## config.mk

```make
export PLATFORM = sky130hd
export DESIGN_NAME = bus_arbiter
export DESIGN_NICKNAME = d
export VERILOG_FILES = /design/src/rtl/bus_arbiter.sv
export SDC_FILE = /design/constraint.sdc
export NUM_CORES = 1
export LEC_CHECK = 0
export CAP_MARGIN = 40
export CORE_MARGIN = 3
export CORE_UTILIZATION = 32
export DETAILED_ROUTE_END_ITERATION = 8
export PLACE_DENSITY_LB_ADDON = 0.15
export REMOVE_ABC_BUFFERS = 1
export SLEW_MARGIN = 20
export SYNTH_ARGS = -nofsm -noshare
export SYNTH_HDL_FRONTEND = slang
export SYNTH_SLANG_ARGS = --single-unit
export TNS_END_PERCENT = 1
```

## constraint.sdc

```tcl
create_clock -name clk -period 4.2 [get_ports clk]
set_input_delay 0.84 -clock clk [delete_from_list [all_inputs] [get_ports clk]]
set_output_delay 0.84 -clock clk [all_outputs]
set_load 0.03 [all_outputs]
```

## src/rtl/bus_arbiter.sv

```systemverilog
// Round-robin arbiter giving N_REQ cores exclusive access to one shared memory port.
// Define ARB_TIMEOUT_EN to force release after TIMEOUT owned cycles.
//
// state | meaning
// IDLE  | no owner; memory port driven to zero, arbitrating on the next edge
// OWNED | one core granted; its rw/addr/wdata drive the memory port
module bus_arbiter #(
   parameter int N_REQ   = 4,
   parameter int AW      = 9,
   parameter int DW      = 8,
   parameter int TIMEOUT = 16
) (
   input  logic                      clk,
   input  logic                      reset,
   input  logic [N_REQ-1:0]          grant_request,
   output logic [N_REQ-1:0]          grant_given,
   input  logic [N_REQ-1:0]          core_rw,
   input  logic [N_REQ*AW-1:0]       core_addr,
   input  logic [N_REQ*DW-1:0]       core_wdata,
   output logic [DW-1:0]             rdata,
   output logic                      mem_rw,
   output logic [AW-1:0]             mem_addr,
   output logic [DW-1:0]             mem_wdata,
   input  logic [DW-1:0]             mem_rdata,
   output logic                      busy,
   output logic [$clog2(N_REQ)-1:0]  owner
);

   localparam int OW = $clog2(N_REQ);

   typedef enum logic {IDLE, OWNED} state_t;

   state_t             state_q;
   logic [N_REQ-1:0]   grant_q;
   logic [OW-1:0]      owner_q;
   logic [OW-1:0]      last_q;
   logic               busy_q;
   logic [OW-1:0]      sel_d;
   logic               found_d;
   logic [N_REQ-1:0]   grant_d;
   logic               release_d;

   // Cores above last_q win first; the second pass wraps around to the rest.
   always_comb begin
      found_d = 1'b0;
      sel_d   = '0;
      for (int i = 0; i < N_REQ; i++) begin
         if (!found_d && grant_request[i] && (i > int'(last_q))) begin
            found_d = 1'b1;
            sel_d   = OW'(i);
         end
      end
      for (int i = 0; i < N_REQ; i++) begin
         if (!found_d && grant_request[i]) begin
            found_d = 1'b1;
            sel_d   = OW'(i);
         end
      end
      grant_d = {{(N_REQ-1){1'b0}}, 1'b1} << sel_d;
   end

`ifdef ARB_TIMEOUT_EN
   localparam int CW = $clog2(TIMEOUT + 1);
   logic [CW-1:0] cnt_q;
   logic          timeout_hit;

   assign timeout_hit = (cnt_q == CW'(TIMEOUT - 1));

   always_ff @(posedge clk or negedge reset) begin
      if (!reset) begin
         cnt_q <= '0;
      end else if (state_q == OWNED && !timeout_hit) begin
         cnt_q <= cnt_q + CW'(1);
      end else begin
         cnt_q <= '0;
      end
   end
`else
   logic timeout_hit;
   logic unused_timeout;

   assign timeout_hit    = 1'b0;
   assign unused_timeout = (TIMEOUT != 0);
`endif

   assign release_d = !grant_request[owner_q] || timeout_hit;

   always_ff @(posedge clk or negedge reset) begin
      if (!reset) begin
         state_q <= IDLE;
         grant_q <= '0;
         owner_q <= '0;
         busy_q  <= 1'b0;
         last_q  <= OW'(N_REQ - 1);
      end else begin
         case (state_q)
            IDLE: begin
               if (found_d) begin
                  state_q <= OWNED;
                  grant_q <= grant_d;
                  owner_q <= sel_d;
                  busy_q  <= 1'b1;
                  last_q  <= sel_d;
               end
            end
            OWNED: begin
               if (release_d) begin
                  state_q <= IDLE;
                  grant_q <= '0;
                  owner_q <= '0;
                  busy_q  <= 1'b0;
               end
            end
            default: begin
               state_q <= IDLE;
               grant_q <= '0;
               owner_q <= '0;
               busy_q  <= 1'b0;
            end
         endcase
      end
   end

   // busy_q clears asynchronously, so a reset kills any write immediately.
   assign mem_rw      = busy_q & core_rw[owner_q];
   assign mem_addr    = busy_q ? core_addr[owner_q*AW +: AW]  : '0;
   assign mem_wdata   = busy_q ? core_wdata[owner_q*DW +: DW] : '0;
   assign rdata       = mem_rdata;
   assign grant_given = grant_q;
   assign owner       = owner_q;
   assign busy        = busy_q;

endmodule

```

==> flow_metrics.py, run 1 <==
metrics = {
    "yosys": {
        "yosysSeqAreaShare_pct": 21.5,
        "syn_area_um2": 1170,
        "syn_avg_cell_area_um2": 11.5,
        "synth_seq_cells": 10,
        "netlist_instances": 102,
        "yosysUniqueCellTypes": 29,
        "yosysWarnings": 0,
    },
    "detailed_routing": {
        "via_per_inst": 5.16,
        "drt_iter0_drc": 34,
        "wl_per_cell_um": 18.3,
        "dr.pass1.iters": 4,
        "ant_nets": 0,
        "drc": 0,
        "drt_wl_total_um": 4420,
        "dr_total_vias": 1243,
    },
    "power_and_ir_drop": {
        "fin_total_pwr_w": 0.00139,
        "p_clk_share_pct": 8.6,
        "power.leakage_nw": 0.818,
        "p_sw_share_pct": 44.7,
        "internal_power_w": 0.000766,
        "switchingPower_w": 0.000619,
        "pwr-share-seq_pct": 16.4,
        "max-vdd-ir-drop_mv": 0.446,
        "pwr-share-comb_pct": 75.0,
        "power.density_nw_per_um2": 629,
    },
    "placement": {
        "dp.cells": 237,
        "dp_hpwl_um": 3650,
        "dpl_cell_area_um2": 2150,
        "place.port_buffers": 102,
        "gp_congestion": 0.733,
    },
    "setup_path": {
        "critical_path_class": "primary input to output port",
        "worst_ep_arrival_time_ns": 2.48,
        "cpMostUsedCell": "clkdlybuf4s50_1",
        "critical_path.max_stage_delay_ns": 0.60,
        "crit_path_cell_trace": "clkdlybuf4s50_1 > mux4_2 > and2_1 > clkdlybuf4s50_1",
        "cp_num_buf_inv": 2,
        "crit_family": "buffers and inverters",
        "critPathMaxFanout": 1,
        "startpoint_type": "primary input",
        "crit_path_end_kind": "output port",
        "cp_slowest_cell": "clkdlybuf4s50_1",
        "cp.required_ns": 3.36,
    },
    "clocking": {
        "clk_pin_slew_ns": 0.05,
        "root_buffer": "clkbuf_8",
        "cts.sinks": 10,
        "cts_tree": "done",
        "ctsHoldBuffers": 0,
        "cts_buffer_depth": 2,
        "cts_buffers": 3,
        "insertion_delay_ns": 0.23,
        "cts_setup_buffers": 0,
        "htreeDepth": 1,
        "post_cts_resized": 0,
    },
    "layout": {
        "final_util_pct": 63.9,
        "area_growth_pct": 87.3,
        "fin_nets": 282,
        "final_area_um2": 2200,
        "drive_gt1_share_pct": 16.9,
        "stdcell_count": 241,
        "antenna_cells": 0,
    },
    "timing": {
        "fin_crit_ns": 3.32,
        "hold_viol_final": 0,
        "clock_skew_ns": 0.00234,
        "fin_setup_tns_ns": 0,
        "slew_headroom_pct": 65.9,
        "tightest_slew_ns": 0.512,
        "grt_setup_unrepaired": "no",
        "max_freq_mhz": 301,
        "setup_viol": 0,
        "report.final.slew_viol_count": 0,
        "fin_crit_sh_pct": 79.2,
    },
    "grt": {
        "busiest_layer": "met2",
        "grt_antenna_before_repair": 0,
        "grt_pass1_wl_um": 6890,
        "grt_overflow": 0,
        "grt_use_met2_pct": 37.3,
        "grt_pass1_vias": 1356,
        "grt_max_degree": 21,
        "grt_use_met1_pct": 21.9,
        "track_usage_pct": 20.6,
        "gr-usage-met3_pct": 10.3,
    },
    "floorplanning": {
        "io_pins": 119,
        "die_x_um": 66.6,
        "die-area_um2": 4430,
        "num_rows": 21,
        "initial_utilization_pct": 34.1,
        "die_h_um": 66.6,
        "core_area_um2": 3440,
    },
    "run_status": {
        "status": "finished, final reports clean",
    },
    "worst_hold_path": {
        "hold_path.class": "register to register",
    },
    "job": {
        "maxCapViolations": 0,
    },
}
-- worst reg2reg max path, cell delays in order, from the launching register on --
cell	delay [ns]
dfrtp_1	0.65
mux4_2	0.57
nand2_1	0.08
nand2_1	0.05
-- state kept, by name, indices dropped and copies added, names as in the netlist --
name         count
busy             1
grant_given      4
last_q           2
owner            2
state_q          1
-- metal layers --
layer	up-vias	share of wire (%)
met1	598	35
met5	-	0
li1	571	-
met2	72	51
met4	0	0.43
met3	2	14
-- metrics by stage --
stage / setup slack, ns / hold WS (ns)
finish: 0.875 / 0.523
global route: 0.834 / 0.550
CTS: 0.871 / 0.523
detailed placement: 0.872 / 0.517
global placement: 0.885 / 0.520
floorplan: 1.32 / 0.507
-- area by class of cell --
type / count / area [um^2]
fill: 272 / 1240
timing repair buffer: 104 / 1040
multi-input combinational: 77 / 792
sequential: 10 / 253
tap: 46 / 57.6
clock buffer: 4 / 55.1
-- placed cells by master, fill, tap and decap left out --
cell             synthesis  routed
o2bb2ai_1                2       2
nand3b_1                 2       2
and2_1                  18      18
o22ai_1                  2       2
buf_8                    0       1
and4_1                   1       1
o21ai_1                  1       1
nor2_1                   4       4
mux2_2                   1       1
dfstp_2                  2       2
a31o_2                   2       2
a21oi_1                  1       1
clkdlybuf4s50_1          0     102
dfrtp_1                  8       8
nor2b_1                  2       2
o211ai_2                 1       1
clkbuf_8                 0       4
nand2_1                  9       9
or2_2                    1       1
o21ai_0                  1       1
a21o_1                   2       2
buf_4                    8       1
mux2i_1                  2       2
mux4_2                  19      19
o32ai_1                  1       1
or3b_1                   1       1
nor2_2                   1       1
nand3_1                  3       3
-- worst paths after layout --
path / start / to / slack [ns] / cells after the start
worst max-delay path: core_addr[33] / mem_addr[6] / 0.88 / 4
worst min-delay path: grant_given[0] / grant_given[0] / 0.52 / 2
worst max register to register: owner[1] / state_q / 2.72 / 3
worst min register to register: grant_given[0] / grant_given[0] / 0.52 / 2
min in group asynchronous: reset / grant_given[3] / 0.91 / 1
max in group asynchronous: reset / last_q[0] / 2.96 / 1
-- synthesized netlist by cell type --
cell type  instances  area share, %
mux2i_1            2            1.7
a31o_2             2            1.5
o21ai_1            1           0.43
mux4_2            19             36
nor2_2             1           0.53
a21oi_1            1           0.43
and2_1            18            9.6
nand3_1            3            1.3
o2bb2ai_1          2            1.5
or2_2              1           0.53
buf_6              1           0.96
a21o_1             2            1.3
nor2b_1            2            1.1
clkbuf_1           1           0.32
nand3b_1           2            1.3
and4_1             1           0.75
dfstp_2            2            4.5
nand2_1            9            2.9
buf_4              8            5.1
buf_12             2            3.4
dfrtp_1            8             17
or3b_1             1           0.75
mux2_2             1           0.96
o211ai_2           1            1.1
o21ai_0            1           0.43
nor2_1             4            1.3
o22ai_1            2            1.1
buf_2              3            1.3
o32ai_1            1           0.75
-- power by group through the flow --
stage               combinational [W]  clock, W  sequential (W)
floorplan                    0.000542         0        0.000314
global placement              0.00100         0        0.000244
detailed placement            0.00105         0        0.000232
CTS                           0.00105  0.000122        0.000231
global route                  0.00110  0.000128        0.000242
finish                        0.00104  0.000119        0.000228
-- cell families (layout without fill, tap and decap cells) --
group	count (synthesis)	count (layout)	synth area share (%)
simple gates	42	42	19.9
mux	22	22	39.1
buf+inv	15	108	11.1
compound gates	13	13	8.41
flops	10	10	21.5
Power figures use the tool's default switching activity.
==> run 2, diff against run 1 <==
CORE_UTILIZATION = 27   (was 32)
clock period = 2.7 ns   (was 4.2 ns; I/O delays follow)
==> run 2 against run 1 <==
Global-route usage decreased by 3.1 points. Die area up 17%. Register-to-register slack worse by 1.4 ns. Design area grew 1.1%. Wire length grew 1.3%. Critical path type unchanged. Largest power group unchanged.
==> flow_metrics.py, run 2 (same netlist as run 1, synthesis figures left out) <==
metrics = {
    "detailed_routing": {
        "dr.pass1.iters": 3,
        "drt_wl_total_um": 4470,
        "drc": 0,
        "via_per_inst": 5.11,
        "drt_iter0_drc": 43,
        "wl_per_cell_um": 18.3,
        "ant_nets": 0,
        "dr_total_vias": 1253,
    },
    "timing": {
        "max_freq_mhz": 403,
        "fin_crit_ns": 2.48,
        "report.final.slew_viol_count": 0,
        "tightest_slew_ns": 0.508,
        "hold_viol_final": 0,
        "grt_setup_unrepaired": "no",
        "setup_viol": 0,
        "slew_headroom_pct": 66.2,
        "fin_crit_sh_pct": 91.9,
        "clock_skew_ns": 0.00106,
        "fin_setup_tns_ns": 0,
    },
    "setup_path": {
        "cp-endpoint": "mem_addr[0]",
        "worst_ep_arrival_time_ns": 1.94,
        "cp.required_ns": 2.16,
        "rr_endpoint": "grant_given[1]",
        "critPathMaxFanout": 1,
        "reg2reg_depth": 5,
        "cp_slowest_cell": "mux4_2",
        "crit_path_cell_trace": "clkdlybuf4s50_1 > mux4_2 > and2_1 > dlygate4sd2_1",
        "critical_path.max_stage_delay_ns": 0.46,
        "r2r_start": "owner[0]",
        "crit_path_end_kind": "output port",
        "startpoint_type": "primary input",
        "critical_path_class": "primary input to output port",
        "rrSetupSlack_ns": 1.28,
        "crit_path_start": "core_addr[18]",
    },
    "clocking": {
        "clk_pin_slew_ns": 0.04,
        "cts_buffers": 3,
        "cts_setup_buffers": 0,
        "cts_buffer_depth": 2,
        "cts.sinks": 10,
        "insertion_delay_ns": 0.23,
        "htreeDepth": 1,
        "root_buffer": "clkbuf_8",
        "cts_tree": "done",
    },
    "grt": {
        "track_usage_pct": 17.5,
        "grt_antenna_before_repair": 0,
        "grt_max_degree": 21,
        "grt_overflow": 0,
        "grt_pass1_vias": 1335,
        "grt_pass1_wl_um": 7070,
    },
    "layout": {
        "final_common_cell": "clkdlybuf4s50_1",
        "final_area_um2": 2230,
        "fin_nets": 283,
        "drive_gt1_share_pct": 17.9,
        "largest_reg_flops": 4,
        "area_growth_pct": 89.5,
        "stdcell_count": 245,
        "antenna_cells": 0,
        "final_cell_mix": "clkdlybuf4s50_1 (84), mux4_2 (19), and2_1 (18)",
    },
    "job": {
        "maxCapViolations": 0,
    },
    "floorplanning": {
        "num_rows": 23,
        "die-area_um2": 5180,
        "die_x_um": 72.0,
        "die_h_um": 72.0,
        "initial_utilization_pct": 28.8,
        "core_area_um2": 4090,
        "io_pins": 119,
    },
    "power_and_ir_drop": {
        "p_sw_share_pct": 46.1,
        "pwr-share-comb_pct": 76.9,
        "switchingPower_w": 0.000971,
        "internal_power_w": 0.00114,
        "power.leakage_nw": 0.969,
        "max-vdd-ir-drop_mv": 0.467,
        "pwr-share-seq_pct": 16.1,
        "fin_total_pwr_w": 0.00211,
        "power.density_nw_per_um2": 948,
        "p_clk_share_pct": 7.0,
    },
    "placement": {
        "dp.cells": 242,
        "dpl_cell_area_um2": 2170,
        "place.port_buffers": 102,
        "dp_hpwl_um": 3620,
        "gp_congestion": 0.844,
    },
    "run_status": {
        "status": "finished, final reports clean",
    },
    "worst_hold_path": {
        "hold_path.class": "register to register",
    },
}
run 2: cell types whose count changed in the layout (fill, tap and decap cells not counted), sizes merged:
cell | previous run | this run
buf | 2 | 5
clkdlybuf4s50 | 102 | 84
dlymetal6s2s | 0 | 9
dlygate4sd2 | 0 | 7
clkbuf | 4 | 3
run 2: final cells by class:
cell class / instances / area (um^2)
fillers: 349 / 1860
repair buffers: 105 / 1080
multi-input cells: 77 / 792
flip-flops and latches: 10 / 253
well taps: 50 / 62.6
clock buffers: 3 / 41.3
run 2: worst max-delay path, delay by kind of cell:
family / cells / cell delay (ns)
multiplexers: 1 / 0.46
buffers and inverters: 2 / 0.76
AND/OR/NAND/NOR: 1 / 0.17
run 2: worst min-delay path by stage:
stage | startpoint | endpoint | slack [ns] | cells past startpoint
2_1_floorplan | reset | busy | 0.24 | 0
4_1_cts | grant_given[3] | grant_given[3] | 0.55 | 2
6_report | grant_given[3] | grant_given[3] | 0.54 | 2
3_5_place_dp | grant_given[3] | grant_given[3] | 0.54 | 2
3_3_place_gp | grant_given[0] | grant_given[0] | 0.52 | 2
5_1_grt | last_q[1] | last_q[1] | 0.57 | 1
run 2: timing repair:
action / in CTS / in global routing
gates resized for setup: 7 / 9
hold buffers: 0 / 0
endpoints found under the setup margin: 7 / 9
pin swaps: 0 / 0
run 2: metrics by stage:
step	hold slack, ns	worst slack, ns	utilization, %
final	0.537	0.220	54.5
after global routing	0.575	0.185	54.5
after CTS	0.547	0.00282	53.9
after detailed placement	0.541	-0.0266	53.1
after global placement	0.518	-0.0112	53.1
after floorplan	0.244	0.116	-
run 2: power groups by stage:
stage	combinational (W)	sequential (W)	clock, W
2_1_floorplan	0.000843	0.000489	0
3_3_place_gp	0.00166	0.000334	0
3_5_place_dp	0.00169	0.000343	0
4_1_cts	0.00166	0.000341	0.000151
5_1_grt	0.00173	0.000359	0.000158
6_report	0.00162	0.000340	0.000148
run 2: metal layers:
metal  routed length (um)  track usage, %  part of all wire (%)  vias up
li1                     -               -                     -      571
met1                 1890            23.1                    42      600
met2                 2110            28.8                    47       78
met3                  438            4.99                   9.8        4
met4                   35            3.76                  0.78        0
met5                    0               0                     0        -
==> run 3, diff against run 2 <==
CORE_UTILIZATION = 59   (was 27)
CTS_BUF_LIST = sky130_fd_sc_hd__clkbuf_4   (was unset)
DONT_BUFFER_PORTS = 1   (was unset)
==> run 3 against run 2 <==
Core utilization increased by 9.3 points. Largest cell class is now multi-input combinational cells. Power decreased by 24%. Wire length decreased by 28%. Sequential share of layout area increased by 11 points. Critical path type is now register to output port. Via count decreased by 30%. Highest routed layer unchanged.
==> flow_metrics.py, run 3 (same netlist as run 1, synthesis figures left out) <==
metrics = {
    "floorplanning": {
        "die_h_um": 50.6,
        "core_area_um2": 1800,
        "io_pins": 119,
        "die-area_um2": 2560,
        "die_x_um": 50.6,
        "initial_utilization_pct": 65.2,
        "num_rows": 15,
    },
    "grt": {
        "grt_pass1_vias": 865,
        "grt_pass1_wl_um": 4780,
        "track_usage_pct": 25.4,
        "grt_max_degree": 24,
        "grt_overflow": 0,
        "grt_antenna_before_repair": 0,
    },
    "setup_path": {
        "cp.required_ns": 2.16,
        "critPathMaxFanout": 16,
        "crit_path_cell_trace": "buf_4 > mux4_2 > and2_1",
        "critical_path_class": "register to output port",
        "crit_path_end_kind": "output port",
        "startpoint_type": "register",
        "cp_slowest_cell": "mux4_2",
        "critical_path.max_stage_delay_ns": 0.56,
        "worst_ep_arrival_time_ns": 1.79,
    },
    "timing": {
        "tightest_slew_ns": 0.693,
        "fin_crit_sh_pct": 86.1,
        "setup_viol": 0,
        "report.final.slew_viol_count": 0,
        "max_freq_mhz": 430,
        "fin_crit_ns": 2.33,
        "hold_viol_final": 0,
        "slew_headroom_pct": 53.8,
        "grt_setup_unrepaired": "no",
        "clock_skew_ns": 0.000648,
        "fin_setup_tns_ns": 0,
    },
    "clocking": {
        "cts.sinks": 10,
        "cts_tree": "done",
        "post_cts_resized": 0,
        "insertion_delay_ns": 0.26,
        "cts_setup_buffers": 0,
        "clk_pin_slew_ns": 0.06,
        "cts_buffers": 3,
        "root_buffer": "clkbuf_4",
        "htreeDepth": 1,
        "cts_buffer_depth": 2,
    },
    "placement": {
        "dp_hpwl_um": 2760,
        "dpl_cell_area_um2": 1100,
        "place.port_buffers": 0,
        "dp.cells": 115,
        "gp_congestion": 0.706,
    },
    "layout": {
        "final_cell_mix": "mux4_2 (19), and2_1 (18), nand2_1 (9)",
        "stdcell_count": 121,
        "fin_nets": 183,
        "drive_gt1_share_pct": 35.4,
        "final_common_cell": "mux4_2",
        "area_growth_pct": -2.13,
        "antenna_cells": 0,
        "largest_reg_flops": 4,
        "final_area_um2": 1150,
    },
    "detailed_routing": {
        "drt_wl_total_um": 3230,
        "via_per_inst": 7.25,
        "dr_total_vias": 877,
        "dr.pass1.iters": 4,
        "ant_nets": 0,
        "drc": 0,
        "wl_per_cell_um": 26.7,
        "drt_iter0_drc": 17,
    },
    "run_status": {
        "status": "finished, final reports clean",
    },
    "power_and_ir_drop": {
        "power.density_nw_per_um2": 1400,
        "max-vdd-ir-drop_mv": 0.709,
        "fin_total_pwr_w": 0.00161,
        "power.leakage_nw": 0.426,
    },
    "job": {
        "maxCapViolations": 0,
    },
    "worst_hold_path": {
        "hold_path.class": "primary input to asynchronous set/reset pin",
    },
}
run 3: cell types whose count changed in the layout (fill, tap and decap cells not counted), sizes merged:
cell,previous run,this run
dlygate4sd3,0,1
clkdlybuf4s50,84,0
buf,5,4
clkinv,0,1
dlygate4sd2,7,0
dlymetal6s2s,9,0
run 3: critical path, delay by kind of cell (launching register included):
family / cells / cell delay [ns]
buffers and inverters: 1 / 0.34
muxes: 1 / 0.56
DFF: 1 / 0.34
and+or+nand+nor: 1 / 0.28
run 3: repair_timing:
item,in CTS,in global routing
hold buffers,1,0
endpoints found under the hold margin,8,0
setup endpoints to repair,0,0
run 3: layer usage:
| metal | GRT usage (%) | up-vias | share of wire [%] | wire length (um) |
|---|---|---|---|---|
| met1 | 24.6 | 419 | 29 | 934 |
| met4 | 5.38 | 0 | 1.4 | 45 |
| met3 | 15.4 | 6 | 16 | 503 |
| met5 | 0 | - | 0 | 0 |
| met2 | 45.7 | 78 | 54 | 1750 |
| li1 | - | 374 | - | - |
run 3: layout make-up:
| class | count | area, um^2 |
|---|---|---|
| Multi-Input combinational cell | 77 | 792 |
| Timing Repair Buffer | 5 | 47.5 |
| Clock inverter | 1 | 3.75 |
| Tap cell | 25 | 31.3 |
| Sequential cell | 10 | 253 |
| Clock buffer | 3 | 22.5 |
| Fill cell | 156 | 652 |
run 3: path summary, 6_finish.rpt:
path | start | to | slack (ns) | cells after the start
max | owner[0] | mem_addr[3] | 0.37 | 3
min | reset | last_q[1] | 0.11 | 0
max reg2reg | owner[0] | grant_given[1] | 1.32 | 5
min reg2reg | last_q[1] | last_q[1] | 0.55 | 1
max in group asynchronous | reset | grant_given[1] | 1.82 | 1
min in group clk | grant_request[1] | grant_given[0] | 0.51 | 3
run 3: power by group:
part,internal (W),leakage (nW),total (W),switching (W)
Sequential,0.000234,0.122,0.000394,0.000160
Clock,0.0000534,0.0154,0.000104,0.0000510
Combinational,0.000444,0.289,0.00111,0.000664
run 3: metrics by stage:
step	utilization, %	worst slack, ns	hold slack, ns
6_report	63.8	0.374	0.114
5_1_grt	63.8	0.280	0.0975
3_3_place_gp	61.0	0.633	0.245
3_5_place_dp	61.0	0.586	0.245
4_1_cts	63.0	0.297	0.108
2_1_floorplan	-	0.116	0.244
==> variant 1: new RTL, config.mk and constraints of run 2 <==
The parameter `N_REQ` goes from 4 to 2.
--- a/src/rtl/bus_arbiter.sv
+++ b/src/rtl/bus_arbiter.sv
@@ -7,3 +7,3 @@
 module bus_arbiter #(
-   parameter int N_REQ   = 4,
+   parameter int N_REQ   = 2,
    parameter int AW      = 9,
Ports: changed (6 resized); port bits go from 119 to 78. No check against the original RTL was run, so the function may have changed too.
==> variant 1 against run 2 <==
Critical path depth unchanged; total power down 59%; utilization grew 3.9 points; clock skew grew 0.0035 ns; sequential cell count shrank 5; sequential share of layout area decreased by 0.95 points; setup slack gained 0.038 ns; synthesized cell count fell by 25%; routed wire length is 47% lower; final area shrank 45%; clock power down 43%; synthesized area fell by 46%.
==> variant 1: results (changes against run 2) <==
[outcome]
status = finished clean

[placement]
place_ws_ns = 0.2497  ; +0.2763 ns
port_buffers = 61  ; -40%
hpwl_um = 1848  ; -49%
place_area_um2 = 1189  ; -45%
routabilityCongestion = 0.8020  ; -5.0%

[global_route]
globalRoute.totalOverflow = 0  ; unchanged
grt_pass1_vias = 762  ; -43%
grt_max_degree = 26  ; +24%
antenna_found_initial = 0  ; unchanged
grt_use_total_pct = 17.74  ; +0.23 points
grt_pass1_wl_um = 3726  ; -47%

[setup_path]
worstPathArrival_ns = 1.90  ; -0.04 ns
crit_path_max_incr_delay_ns = 0.70  ; +0.24 ns
crit_path_max_fanout = 1  ; unchanged
reg2reg_depth = 4  ; -1
cp_slowest_cell = clkdlybuf4s50_1

[sta]
fin_worst_skew_ns = 0.004611  ; +0.003548 ns
worst_slew_pin_slew_ns = 0.5218  ; +0.01426 ns

[clock_tree]
clk-insertion-delay-late_ns = 0.24
postCtsSetupRepairBufs = 0  ; unchanged
cts_buffers = 3  ; unchanged
ctsLongestPathBuffers = 2  ; unchanged
cts-htree-levels = 1  ; unchanged
ctsResizeCount = 0  ; -7
cts-root-buf = clkbuf_4
cts.clk_slew.worst_paths_ns = 0.04  ; about the same

[route]
dr.pass1.iters = 4  ; +1
first_iter_violations = 8  ; -81%
wirelength_um = 2356  ; -47%
vias = 723  ; -42%
drc = 0  ; unchanged

[synth]
synth-async-reset-ratio_pct = 100.0  ; unchanged
yosysWarnings = 0  ; unchanged
yosysSeqAreaShare_pct = 19.92  ; -1.6 points
synth_cell_types = 18  ; -38%
synth_flop_cell = dfrtp_1
synth_area_leaders = mux2i_1 (28%), nor2b_1 (18%), dfrtp_1 (16%), buf_4 (14%), a21oi_1 (4.7%)
synthTopCellsByCount = mux2i_1 (18), nor2b_1 (18), buf_4 (12), a21oi_1 (6), dfrtp_1 (4)

[min_path]
hold_path_class = in2async

[power_and_ir_drop]
peakVddDrop_uv = 348.9  ; -25%
p_leak_uw = 0.0004629  ; -52%

[cells_and_area]
final_layout_size_suffix_gt1_share_pct = 7.031  ; -11 points
antenna-diode-count = 0  ; unchanged
largest_reg_flops = 2  ; -2
final_nets = 177  ; -37%

==> variant 1: changes by cell type after synthesis, sizes merged, moves of 4 or more <==
| cell | run 2 | this run |
|---|---|---|
| mux4 | 19 | 0 |
| a21oi | 1 | 6 |
| nor2 | 5 | 1 |
| nand2 | 9 | 2 |
| dfrtp | 8 | 4 |
| and2 | 18 | 0 |
| mux2i | 2 | 18 |
| nor2b | 2 | 18 |
==> variant 1: cells by family (layout without fill, tap and decap cells) <==
| group | count (synthesis) | after routing | synth area share, % |
|---|---|---|---|
| and+or+nand+nor | 25 | 25 | 23.67 |
| buffers and inverters | 16 | 68 | 16.57 |
| DFF | 5 | 5 | 19.92 |
| muxes | 18 | 18 | 28.40 |
| AOI/OAI and AO/OA | 12 | 12 | 11.44 |
==> variant 1: cell type report <==
cell class	count	area [um2]
fillers	185	867.1
multi-input cells	55	402.9
repair buffers	62	618.1
inverters	2	7.507
clock buffers	4	26.28
flip-flops and latches	5	126.4
well taps	27	33.78
==> variant 1: per-stage QoR <==
stage / instances / hold slack (ns)
5_1_grt: 155 / 0.5284
4_1_cts: 155 / 0.5140
3_5_place_dp: 151 / 0.5224
6_report: 155 / 0.5136
3_3_place_gp: 151 / 0.5236
2_1_floorplan: 62 / 0.2444
==> variant 1: path summary, 6_finish.rpt <==
path,from,endpoint,slack (ns)
max,core_addr[12],mem_addr[3],0.26
max in group asynchronous,reset,last_q$_DFFE_PN1P_,1.93
max reg2reg,grant_given[1]$_DFFE_PN0P_,grant_given[0]$_DFFE_PN0P_,1.25
min reg2reg,last_q$_DFFE_PN1P_,last_q$_DFFE_PN1P_,0.54
min in group clk,last_q$_DFFE_PN1P_,last_q$_DFFE_PN1P_,0.54
min,reset,grant_given[1]$_DFFE_PN0P_,0.51
==> variant 1: layer usage <==
| metal | track usage [%] | part of all wire (%) |
|---|---|---|
| met1 | 15.85 | 31 |
| met2 | 33.67 | 53 |
| met3 | 8.992 | 16 |
| met4 | 6.224 | 0.89 |
| met5 | 0 | 0 |
==> variant 1: critical path, delay by kind of cell <==
kind | cells | cell delay [ns]
simple gates | 1 | 0.13
buf+inv | 2 | 1.16
mux | 1 | 0.07
==> variant 1: power breakdown <==
part           internal [uW]  switching (uW)  total [uW]  leakage [uW]
Combinational            308             328         637      0.000389
Clock                   55.8            29.3        85.1     0.0000150
Sequential               105            42.3         147     0.0000589
Total                    469             400         868      0.000463
==> variant 2: new RTL, flow settings as in run 2 <==
Made on the original files. Add a define of `ARB_TIMEOUT_EN`.
--- a/src/rtl/bus_arbiter.sv
+++ b/src/rtl/bus_arbiter.sv
@@ -6,2 +6,4 @@
 // OWNED | one core granted; its rw/addr/wdata drive the memory port
+`define ARB_TIMEOUT_EN
+
 module bus_arbiter #(
Check against the original RTL: no difference found for any inputs over 10 cycles, from zero or initial values and one cycle with reset low; that may be too few to reach the edited logic, so the function may still have changed.
==> variant 2 against run 2 <==
Routed wire length grew 6.0%; setup slack gained 0.0065 ns; sequential cell count grew 5; synthesized area grew 16%; critical path type unchanged; maximum frequency grew 0.26%; final area grew 10%; sequential share of layout area grew 4.1 points; clock skew is essentially flat; worst hold slack lost 0.067 ns; total power grew 2.7%.
==> variant 2: results (changes against run 2) <==
[synth]
yosysSeqAreaShare_pct = 27.83  ; +6.3 points
synth_cell_types = 37  ; +28%
synthTopCellsByCount = and2_1 (19), mux4_2 (18), dfrtp_1 (13), buf_4 (8)
yosysWarnings = 0  ; unchanged
synth-async-reset-ratio_pct = 100.0  ; unchanged
synth_area_leaders = mux4_2 (30%), dfrtp_1 (24%), and2_1 (8.8%), buf_4 (4.4%), dfstp_2 (3.9%)
synth_flop_cell = dfrtp_1

[placement]
hpwl_um = 3932  ; +8.6%
place_ws_ns = -0.03302  ; -0.006461 ns
routabilityCongestion = 0.7609  ; -9.8%
port_buffers = 102  ; unchanged

[power_and_ir_drop]
peakVddDrop_uv = 474.2  ; +1.5%
p_switching_uw = 964.9  ; -0.68%
p_leak_uw = 0.001059  ; +9.3%

[route]
dr.pass1.iters = 3  ; unchanged
drt-wirelength-per-cell_um = 17.12  ; -6.2%
first_iter_violations = 21  ; -51%
vias = 1302  ; +3.9%

[clock_tree]
postCtsSetupRepairBufs = 0  ; unchanged
ctsLongestPathBuffers = 2  ; unchanged

[global_route]
grt_pass1_wl_um = 7686  ; +8.7%
grt_max_degree = 22  ; +4.8%
grt_pass1_vias = 1412  ; +5.8%
grt_use_total_pct = 16.09  ; -1.4 points

[outcome]
status = finished clean

[cells_and_area]
final_nets = 299  ; +5.7%
largest_reg_flops = 5  ; +1
final_layout_size_suffix_gt1_share_pct = 15.71  ; -2.2 points

[sta]
fin_worst_skew_ns = 0.001348  ; +0.0002849 ns
relSlewSlack_pct = 56.88  ; -9.3 points

[variant 2: critical path: stages]
cell and delay, ns:
clkdlybuf4s50_1 0.41, mux4_2 0.47, and2_1 0.16, dlygate4sd2_1 0.35
[variant 2: final cells by class]
cell class | instances | area (um2)
sequential | 15 | 377.9
inverter | 5 | 18.77
multi-input combinational | 82 | 862.1
tap | 67 | 83.83
clock buffer | 4 | 45.04
fill | 438 | 2335
timing repair buffer | 104 | 1064
[variant 2: final timing paths]
check                           depth (start not counted)                    endpoint  slack [ns]          startpoint
worst min-delay path                                    1          cnt_q[0]$_DFF_PN0_        0.47  cnt_q[0]$_DFF_PN0_
max in group asynchronous                               1          cnt_q[4]$_DFF_PN0_        1.58               reset
worst max-delay path                                    4                 mem_addr[7]        0.23       core_addr[25]
worst min register to register                          1          cnt_q[0]$_DFF_PN0_        0.47  cnt_q[0]$_DFF_PN0_
worst max register to register                          6        owner[0]$_DFFE_PN0P_        0.98  cnt_q[0]$_DFF_PN0_
min in group asynchronous                               1  grant_given[0]$_DFFE_PN0P_        0.70               reset
[variant 2: repair_timing]
| action | CTS | global route |
|---|---|---|
| setup endpoints to repair | 10 | 7 |
| pin swaps | 0 | 0 |
| endpoints found under the hold margin | 0 | 0 |
| resized for setup | 10 | 7 |
[variant 2: power groups by stage]
stage | Sequential, uW | Combinational [uW] | Clock, uW
after floorplan | 582 | 826 | 0
after global placement | 449 | 1600 | 0
after detailed placement | 460 | 1630 | 0
after CTS | 456 | 1580 | 177
after global routing | 473 | 1630 | 193
final | 451 | 1540 | 171
[variant 2: cell families (layout without fill, tap and decap cells)]
family                   after synthesis  count (layout)  share of synthesized area, %
AO/OA/AOI/OAI                         15              15                         8.756
flip-flops                            15              15                         27.83
multiplexers                          20              20                         32.90
XOR/XNOR                               2               2                         1.291
adder cells (fa/ha/maj)                2               2                         1.843
AND/OR/NAND/NOR                       43              43                         18.71
buffers and inverters                 20             113                         8.664
[variant 2: per-layer routing]
layer  part of all wire (%)  GRT usage (%)  vias up
li1                       -              -      613
met1                     39          18.46      617
met2                     54          30.92       72
met3                    7.1          4.108        0
met4                      0          1.087        0
met5                      0              0        -
[variant 2: stage by stage]
step                cells  hold slack (ns)  area [um2]  total power [uW]
detailed placement    273           0.4608        2401              2089
floorplan             102           0.2444        1259              1409
CTS                   277           0.4683        2434              2209
global placement      273           0.4446        2401              2051
finish                277           0.4700        2451              2167
global route          277           0.4887        2451              2299
